File: config.mk
export PLATFORM = sky130hd
export DESIGN_NAME = motor_cmd_decoder
export DESIGN_NICKNAME = d
export VERILOG_FILES = /design/src/rtl/motor_cmd_decoder.sv
export SDC_FILE = /design/constraint.sdc
export NUM_CORES = 1
export LEC_CHECK = 0
export CAP_MARGIN = 5
export CORE_MARGIN = 5
export CORE_UTILIZATION = 58
export DETAILED_ROUTE_END_ITERATION = 8
export HOLD_SLACK_MARGIN = 0.1
export PLACE_DENSITY = 0.79
export SYNTH_ARGS = -nofsm -noshare
export SYNTH_HDL_FRONTEND = slang
export SYNTH_SLANG_ARGS = --single-unit
export TNS_END_PERCENT = 20
File: constraint.sdc
create_clock -name clk -period 2.5 [get_ports clk]
set_clock_uncertainty 0.1 [all_clocks]
set_input_delay 0.5 -clock clk [delete_from_list [all_inputs] [get_ports clk]]
set_output_delay 0.5 -clock clk [all_outputs]
set_load 0.01 [all_outputs]
File: src/rtl/motor_cmd_decoder.sv
// Framed UART command decoder: validates [SYNC, CMD, ~CMD] frames, holds the
// accepted CMD as the motor action, and falls back to a safe action when the
// link goes quiet for too long.
module motor_cmd_decoder #(
  parameter logic [7:0]  SYNC_BYTE       = 8'hAA,
  parameter logic [7:0]  SAFE_ACTION     = 8'h00,
  parameter int unsigned WDOG_CYCLES     = 25_000_000,
  parameter int unsigned BYTE_TMO_CYCLES = 500_000
) (
  input  logic       clk,
  input  logic       rst_n,
  input  logic [7:0] rx_data_i,
  input  logic       rx_new_i,
  output logic [7:0] action_o,
  output logic       action_update_o,
  output logic       timeout_o,
  output logic [7:0] err_count_o
);

  localparam int unsigned WdogW = (WDOG_CYCLES > 1) ? $clog2(WDOG_CYCLES) : 1;
  localparam int unsigned TmoW  = (BYTE_TMO_CYCLES > 1) ? $clog2(BYTE_TMO_CYCLES) : 1;
  localparam logic [WdogW-1:0] WdogLast = WdogW'(WDOG_CYCLES - 1);
  localparam logic [TmoW-1:0]  TmoLast  = TmoW'(BYTE_TMO_CYCLES - 1);

  typedef enum logic [1:0] {
    StIdle,
    StGotSync,
    StGotCmd
  } state_e;

  state_e           state_q, state_d;
  logic [7:0]       cmd_q, cmd_d;
  logic [TmoW-1:0]  tmr_q, tmr_d;
  logic [WdogW-1:0] wdog_q, wdog_d;
  logic [7:0]       action_q, action_d;
  logic             update_q, update_d;
  logic             timeout_q, timeout_d;
  logic [7:0]       err_q, err_d;
  logic             accept, reject;

  // Frame parser and inter-byte timer; a strobe always takes priority over the timer.
  always_comb begin
    state_d = state_q;
    cmd_d   = cmd_q;
    tmr_d   = tmr_q;
    accept  = 1'b0;
    reject  = 1'b0;
    if (rx_new_i) begin
      tmr_d = '0;
      unique case (state_q)
        StIdle: begin
          if (rx_data_i == SYNC_BYTE) state_d = StGotSync;
        end
        StGotSync: begin
          cmd_d   = rx_data_i;
          state_d = StGotCmd;
        end
        StGotCmd: begin
          if (rx_data_i == ~cmd_q) begin
            accept  = 1'b1;
            state_d = StIdle;
          end else begin
            reject  = 1'b1;
            // A failed check byte that is itself SYNC starts the next frame.
            state_d = (rx_data_i == SYNC_BYTE) ? StGotSync : StIdle;
          end
        end
        default: state_d = StIdle;
      endcase
    end else if (state_q != StIdle) begin
      if (tmr_q == TmoLast) begin
        reject  = 1'b1;
        state_d = StIdle;
        tmr_d   = '0;
      end else begin
        tmr_d = tmr_q + TmoW'(1);
      end
    end
  end

  // Action source selection, link watchdog and saturating error count.
  always_comb begin
    action_d  = action_q;
    update_d  = 1'b0;
    timeout_d = timeout_q;
    wdog_d    = wdog_q;
    err_d     = err_q;
    if (reject && (err_q != 8'hFF)) err_d = err_q + 8'd1;
    if (accept) begin
      // Accept beats a coincident watchdog expiry.
      action_d  = cmd_q;
      update_d  = 1'b1;
      timeout_d = 1'b0;
      wdog_d    = '0;
    end else if (!timeout_q) begin
      if (wdog_q == WdogLast) begin
        action_d  = SAFE_ACTION;
        update_d  = 1'b1;
        timeout_d = 1'b1;
      end else begin
        wdog_d = wdog_q + WdogW'(1);
      end
    end
  end

  // State registers; reset lands in the safe, timed-out condition.
  always_ff @(posedge clk or negedge rst_n) begin
    if (!rst_n) begin
      state_q   <= StIdle;
      cmd_q     <= '0;
      tmr_q     <= '0;
      wdog_q    <= '0;
      action_q  <= SAFE_ACTION;
      update_q  <= 1'b0;
      timeout_q <= 1'b1;
      err_q     <= '0;
    end else begin
      state_q   <= state_d;
      cmd_q     <= cmd_d;
      tmr_q     <= tmr_d;
      wdog_q    <= wdog_d;
      action_q  <= action_d;
      update_q  <= update_d;
      timeout_q <= timeout_d;
      err_q     <= err_d;
    end
  end

  assign action_o        = action_q;
  assign action_update_o = update_q;
  assign timeout_o       = timeout_q;
  assign err_count_o     = err_q;

endmodule

==> summary.md, run 1 <==
| Metric | Value |
|---|---|
| Result of the run | finished clean |
| Synthesized instance count | 362 |
| Syn avg cell area | 10.2 um^2 |
| Yosys cell types | 52 |
| Critical path destination | action_o[3] |
| CP Data Required Time | 2680 ps |
| Proportion of layout cells with a drive suffix above 1 | 13.7% |
| Top cell family by delay on the critical path | compound AO/OA/AOI/OAI gates |
| Total Die Area | roughly 0.008 mm^2 |
| Detailed router's first-iteration violation count | 200 |
| Top cell types by occurrence after synthesis | dfrtp_1, nor2_1, xnor2_1 |
| Setup slack, reg-to-reg | 230 ps |
| Post-detailed-routing wire length | between 7000 and 8000 um |
| Buf+Inv Stages, Crit Path | 2 |
| Mean routed wirelength per cell | 15.8 um |
| Total nets after synthesis | 376 |
| Chip width | 89.9 um |
| Maximum fanout along the worst path | 9 |
| Detail-routed via count per cell | 6.01 |
| GRT overflow | 0 |
| Combined area of all synthesized cells | approximately 0.0037 mm^2 |
| Cell-internal power | 1.63 mW |
| Post-cts resize count | 0 |
| Register share of total power | 56.1% |
| Total I/O pin count | 29 |
| Logic depth of the worst setup path including buffers | 7 |
| Hold violation total from the final report | 0 |
| Slew Limit Headroom | 38.5% |
| Leading cell type by number of instances after synthesis | dfrtp_1 |
| Count of input and output buffers | 28 |
| Post-CTS clock slew at the launch and capture registers of the worst setup and hold paths | 70 ps |
| Transition time at the pin with the least slew margin | 910 ps |
| Setup repair after global routing missed its margin | false |
| FF+latch count, synth | just over 70 |
| TritonCTS Buffers | 9 |
| Number of flops mapped to enable cells by yosys | 0 |
| Data arrival at the endpoint of the critical path | 2520 ps |
| Ys async rst share | 100% |
| Combinational share of power | 6.3% |
| Worst skew pair latency | roughly 340 ps |
| Fill cell total of the finished layout | between 400 and 500 |
| Pre-antenna DRT Iters | 4 |
| Cell types occupying the most area after synthesis | dfrtp_1, xnor2_1, nor2_1, xor2_1, mux2_2 |
| Root buffer cell | clkbuf_8 |
| Clock power share | 37.6% |
| Leading area contributor after synthesis | dfrtp_1 |
| CTS tree | yes |
| Via count of the routed design | 3005 |
| Overall fraction of global-route tracks in use | 20.7% |
| Worst-case clock buffer depth | 2 |
| Via count of the first global-routing pass | between 2000 and 3000 |
| Post-synthesis to final-layout area growth | 19.5% |
| # H-tree levels | 3 |
| Achievable frequency | 0.427 GHz |
| Final ANT Viol Nets | 0 |
| Max-capacitance violation count | 0 |
| Area of the placeable core | between 0.006 and 0.007 mm^2 |
| Worst path cell trace | clkdlybuf4s50_1 -> xnor2_1 -> nor4_1 -> buf_4 -> and4_1 -> a41oi_1 -> a22o_1 |
| Fin. max-slew vios | 0 |
| Placed wire-length estimate | approximately 5700 um |
| VDD IR max | about 0.00033 V |
| Terminus of the critical flop-to-flop path | action_o[3] |
| Power density normalized to cell area | 480 mW/mm^2 |
| Pin count of the biggest net entering global routing | 48 |
| Remaining DRCs | 0 |
| Hold Buf Count CTS | 1 |
| Final Wtd Congestion | 0.861 |
| Number of setup violations in the final report | 0 |
| Beginning of the critical path | rx_data_i[6] |
| Synth warn | 0 |
| Net switching power figure | 0.494 mW |
| Proportion of netlist area held by the largest area contributor | 48.0% |
| Crit path time final | ~2300 ps |
| Initial antenna violation count | 0 |
| Biggest cell delay along the critical path | roughly 700 ps |
| Worst hold slack | 403 ps |
| Die Y | 89.9 um |
| Cell with the biggest individual delay on the critical path | a41oi_1 |
| Startpoint of the lowest-slack register-to-register path | wdog_q[6] |
| Type of the worst setup path | input pin to flop |
| Placement row count | 29 |
| Global-route wire length before repair | 14000 um |
| Final period utilization | 93.6% |
| Type of the worst min-delay path | flop to flop |
| Post-CTS setup buffer count | 0 |
| Initial Util | 59.0% |
| Sw Ratio | 23.3% |
| Commonest register cell after synthesis | dfrtp_1 |
| Leakage | 1.80 nW |
| Power consumption | roughly 2.1 mW |
| Startpoint kind of the worst setup timing path | input pin |
| Worst reg2reg path depth | 6 |
| Number of sinks handled by clock tree synthesis | 72 |
| Count of inserted antenna diode cells | 0 |
| Kind of end point of the critical path | flop |
| Number of nets in the layout | 432 |
| Post-synthesis sequential area ratio | 48.7% |
==> per-stage QoR <==
step	area, um^2	utilization, %	instances	TNS (ps)	setup slack [ps]
6_report	4420	70.5	500	0	160
5_1_grt	4420	70.5	500	0	20.1
4_1_cts	4420	70.5	500	0	168
3_5_place_dp	4250	67.7	483	-1720	-185
3_3_place_gp	4250	67.7	483	-445	-127
2_1_floorplan	3700	-	362	0	267
==> layer usage <==
layer | up-vias | global-route usage [%] | wire length (um)
li1 | 1448 | - | -
met1 | 1470 | 28.9 | 3720
met2 | 76 | 32.4 | 3760
met3 | 11 | 3.59 | 319
met4 | 0 | 8.19 | 100
met5 | - | 0 | 0
==> placed cells by master (no fill, tap or decap), types with 14 or more instances in the layout <==
cell / synthesis / layout
dfrtp_1: 71 / 71
nor2_1: 37 / 37
buf_4: 0 / 29
clkdlybuf4s50_1: 0 / 27
xnor2_1: 26 / 26
nand2_1: 19 / 19
nand3_1: 17 / 17
nand4_1: 14 / 14
a21oi_1: 14 / 14
xor2_1: 14 / 14
==> logic make-up after synthesis <==
family | after synthesis | synth area share (%)
buf+inv | 20 | 2.33
flops | 72 | 48.7
mux | 16 | 4.70
compound gates | 57 | 10.9
fa+ha+maj | 3 | 1.01
simple gates | 154 | 22.9
xor+xnor | 40 | 9.47
==> cell type report <==
cell class / instances / area, um^2 / share of cell area [%]
inverter: 6 / 22.5 / 0.509
tap: 77 / 96.3 / 2.18
multi-input combinational: 270 / 1810 / 41.0
clock inverter: 3 / 17.5 / 0.396
sequential: 72 / 1800 / 40.8
clock buffer: 13 / 149 / 3.37
timing repair buffer: 59 / 523 / 11.8
==> how the worst min path moves through the flow <==
| stage | startpoint | endpoint | slack, ps | cells after the start |
|---|---|---|---|---|
| after global placement | err_count_o[4] | err_count_o[4] | 380 | 1 |
| after detailed placement | action_o[6] | action_o[6] | 390 | 1 |
| final | action_o[1] | action_o[1] | 400 | 1 |
| after floorplan | rst_n | action_o[0] | 100 | 0 |
| after CTS | action_o[6] | action_o[6] | 410 | 1 |
| after global routing | err_count_o[4] | err_count_o[4] | 440 | 1 |
==> sequential cells by signal, summed over array words and instances, names as in the netlist <==
register,count
tmr_q,19
action_update_o,1
err_count_o,8
action_o,8
state_q,2
timeout_o,1
cmd_q,8
wdog_q,25
==> power by group through the flow <==
| stage | Combinational [mW] | Clock [mW] | Sequential [mW] |
|---|---|---|---|
| global route | 0.149 | 0.868 | 1.19 |
| global placement | 0.131 | 0 | 1.21 |
| CTS | 0.137 | 0.806 | 1.19 |
| finish | 0.134 | 0.798 | 1.19 |
| detailed placement | 0.134 | 0 | 1.21 |
| floorplan | 0.0460 | 0 | 1.21 |
==> worst reg2reg max path, stage by stage, from the launching register on <==
cell and delay [ps]:
dfrtp_1 440, nor4b_1 320, nand2_1 180, nor4_1 230, buf_4 170, a41oi_1 400
a22o_1 330
Note: power is estimated with default switching activity, not from simulation.
==> run 2: changes to the inputs <==
Settings changed: HOLD_SLACK_MARGIN 0.1 to 0.08.
==> results of run 2 <==
No change in the layout: final DEF, timing and power equal those of run 1.
==> run 3: changes to the inputs <==
Settings changed: CORE_UTILIZATION 58 to 50, CTS_BUF_LIST from default to sky130_fd_sc_hd__clkbuf_4, PLACE_DENSITY 0.79 to 0.7, SETUP_SLACK_MARGIN from default to 0.1.
==> summary.md, run 3 (synthesis gave the netlist of run 1 again) <==
| Metric | Value |
|---|---|
| Result of the run | finished clean |
| Net switching power figure | 0.480 mW |
| Cell-internal power | 1.76 mW |
| Max-capacitance violation count | 0 |
| Proportion of layout cells with a drive suffix above 1 | 14.7% |
| Hold path startpoint | err_count_o[4] |
| Number of nets in the layout | 432 |
| Worst skew pair latency | 410 ps |
| Startpoint of the lowest-slack register-to-register path | wdog_q[6] |
| Transition time at the pin with the least slew margin | 588 ps |
| Sw Ratio | a little over a fifth |
| Worst-case clock buffer depth | 2 |
| Remaining DRCs | 0 |
| VDD IR max | 0.000266 V |
| Slew Limit Headroom | 60.8% |
| Commonest cells after routing, fill and taps aside | dfrtp_1, nor2_1, buf_4, clkdlybuf4s50_1, xnor2_1 |
| CP Data Required Time | 2700 ps |
| Final period utilization | 87.8% |
| Initial antenna violation count | 0 |
| Placed wire-length estimate | around 5700 um |
| Combinational share of power | 5.9% |
| Count of inserted antenna diode cells | 0 |
| Post-route setup slack | 304 ps |
| Type of the worst min-delay path | flop to flop |
| Pre-antenna DRT Iters | 4 |
| Placement row count | 31 |
| TritonCTS Buffers | 9 |
| GRT overflow | 0 |
| Crit path time final | 2200 ps |
| Post-CTS clock slew at the launch and capture registers of the worst setup and hold paths | 110 ps |
| Overall fraction of global-route tracks in use | 19.0% |
| Placed Instance Area | 0.00427 mm^2 |
| Root buffer cell | clkbuf_4 |
| Kind of end point of the critical path | flop |
| Cell with the biggest individual delay on the critical path | dfrtp_1 |
| Post-synthesis to final-layout area growth | 21.1% |
| Post-detailed-routing wire length | 7870 um |
| Data arrival at the endpoint of the critical path | 2390 ps |
| Area of the placeable core | between 0.007 and 0.008 mm^2 |
| Most common cell after layout, fill and taps aside | dfrtp_1 |
| Via count of the first global-routing pass | 2890 |
| Initial Util | a little over 50% |
| Worst path cell trace | nor4b_1 -> nand2_1 -> buf_4 -> o41a_1 -> nand4_2 -> mux2_1 |
| Detailed router's first-iteration violation count | 161 |
| Final ANT Viol Nets | 0 |
| Clock power share | 40.8% |
| Mean routed wirelength per cell | 15.1 um |
| Type of the worst setup path | flop to flop |
| Achievable frequency | 0.455 GHz |
| Post-route standard cell area excluding fillers | 0.00448 mm^2 |
| Power density normalized to cell area | roughly 500 mW/mm^2 |
| Max FFs per register | 25 |
| Post-CTS setup buffer count | 0 |
| Chip width | just under 100 um |
| Total Die Area | roughly 0.0092 mm^2 |
| Worst reg2reg path depth | 6 |
| Hold violation total from the final report | 0 |
| Startpoint kind of the worst setup timing path | flop |
| Total I/O pin count | 29 |
| Maximum fanout along the worst path | 7 |
| DP Worst Slack | -114 ps |
| Setup repair after global routing missed its margin | true |
| Fin. max-slew vios | 0 |
| Post-placement cell count | approximately 510 |
| Final Wtd Congestion | 0.884 |
| Beginning of the critical path | wdog_q[6] |
| Worst hold slack | 413 ps |
| Leakage | 1.81 nW |
| # H-tree levels | 3 |
| Via count of the routed design | between 2000 and 3000 |
| Most flops, register | wdog_q |
| Count of input and output buffers | 28 |
| Number of setup violations in the final report | 0 |
| Global-route wire length before repair | 13700 um |
| Detail-routed via count per cell | 5.65 |
| Number of sinks handled by clock tree synthesis | 72 |
| CTS tree | yes |
| Registers with the most flip-flops | wdog_q: 25 flops, tmr_q: 19 flops |
| Die Y | 96.0 um |
| Register share of total power | 53.2% |
| Final std cells w/o fill | 522 |
| Pin count of the biggest net entering global routing | 48 |
| Biggest cell delay along the critical path | 470 ps |
| Instance count along the most critical hold path | 1 |
==> run 3: per-stage QoR <==
step	TNS (ps)	utilization (%)	total power [mW]
after floorplan	0	-	1.26
after global placement	-146	59.2	1.35
after detailed placement	-860	59.2	1.35
after CTS	0	62.0	2.26
after global routing	0	62.1	2.33
final	0	62.1	2.24
==> run 3: path summary, 6_finish.rpt <==
check,endpoint,slack [ps]
max,wdog_q[3],300
min,err_count_o[4],410
max reg2reg,wdog_q[3],300
min reg2reg,err_count_o[4],410
max in group asynchronous,timeout_o,1100
min in group asynchronous,wdog_q[21],510
==> run 3: power by group through the flow <==
stage	Combinational [mW]	Sequential (mW)	Clock, mW
after floorplan	0.0460	1.21	0
after global placement	0.131	1.21	0
after detailed placement	0.134	1.21	0
after CTS	0.136	1.19	0.936
after global routing	0.148	1.20	0.987
final	0.133	1.19	0.914
==> run 3: layout make-up <==
| class | count | area [um^2] |
|---|---|---|
| well taps | 99 | 124 |
| clock inverters | 6 | 108 |
| fillers | 650 | 2730 |
| flip-flops and latches | 72 | 1800 |
| inverters | 6 | 22.5 |
| repair buffers | 59 | 523 |
| multi-input cells | 270 | 1830 |
| clock buffers | 10 | 75.1 |
==> run 3: critical path, delay by kind of cell, from the launching register on <==
kind | cells | cell delay (ps)
and+or+nand+nor | 3 | 590
DFF | 1 | 470
AOI/OAI and AO/OA | 1 | 450
muxes | 1 | 310
buffers and inverters | 1 | 180
==> run 3: timing repair <==
| action | CTS | global route |
|---|---|---|
| setup endpoints to repair | 2 | 9 |
| cloned | 0 | 0 |
| resized for setup | 1 | 1 |
| endpoints found under the hold margin | 25 | 0 |
| hold buffers | 1 | 0 |
==> run 3: routing by layer <==
| metal | track usage, % | up-vias | routed length [um] | part of all wire [%] |
|---|---|---|---|---|
| met3 | 3.99 | 8 | 292 | 3.7 |
| met1 | 26.2 | 1437 | 3630 | 46 |
| met5 | 0 | - | 0 | 0 |
| met2 | 30.4 | 53 | 3850 | 49 |
| li1 | - | 1451 | - | - |
| met4 | 5.33 | 0 | 88 | 1.1 |
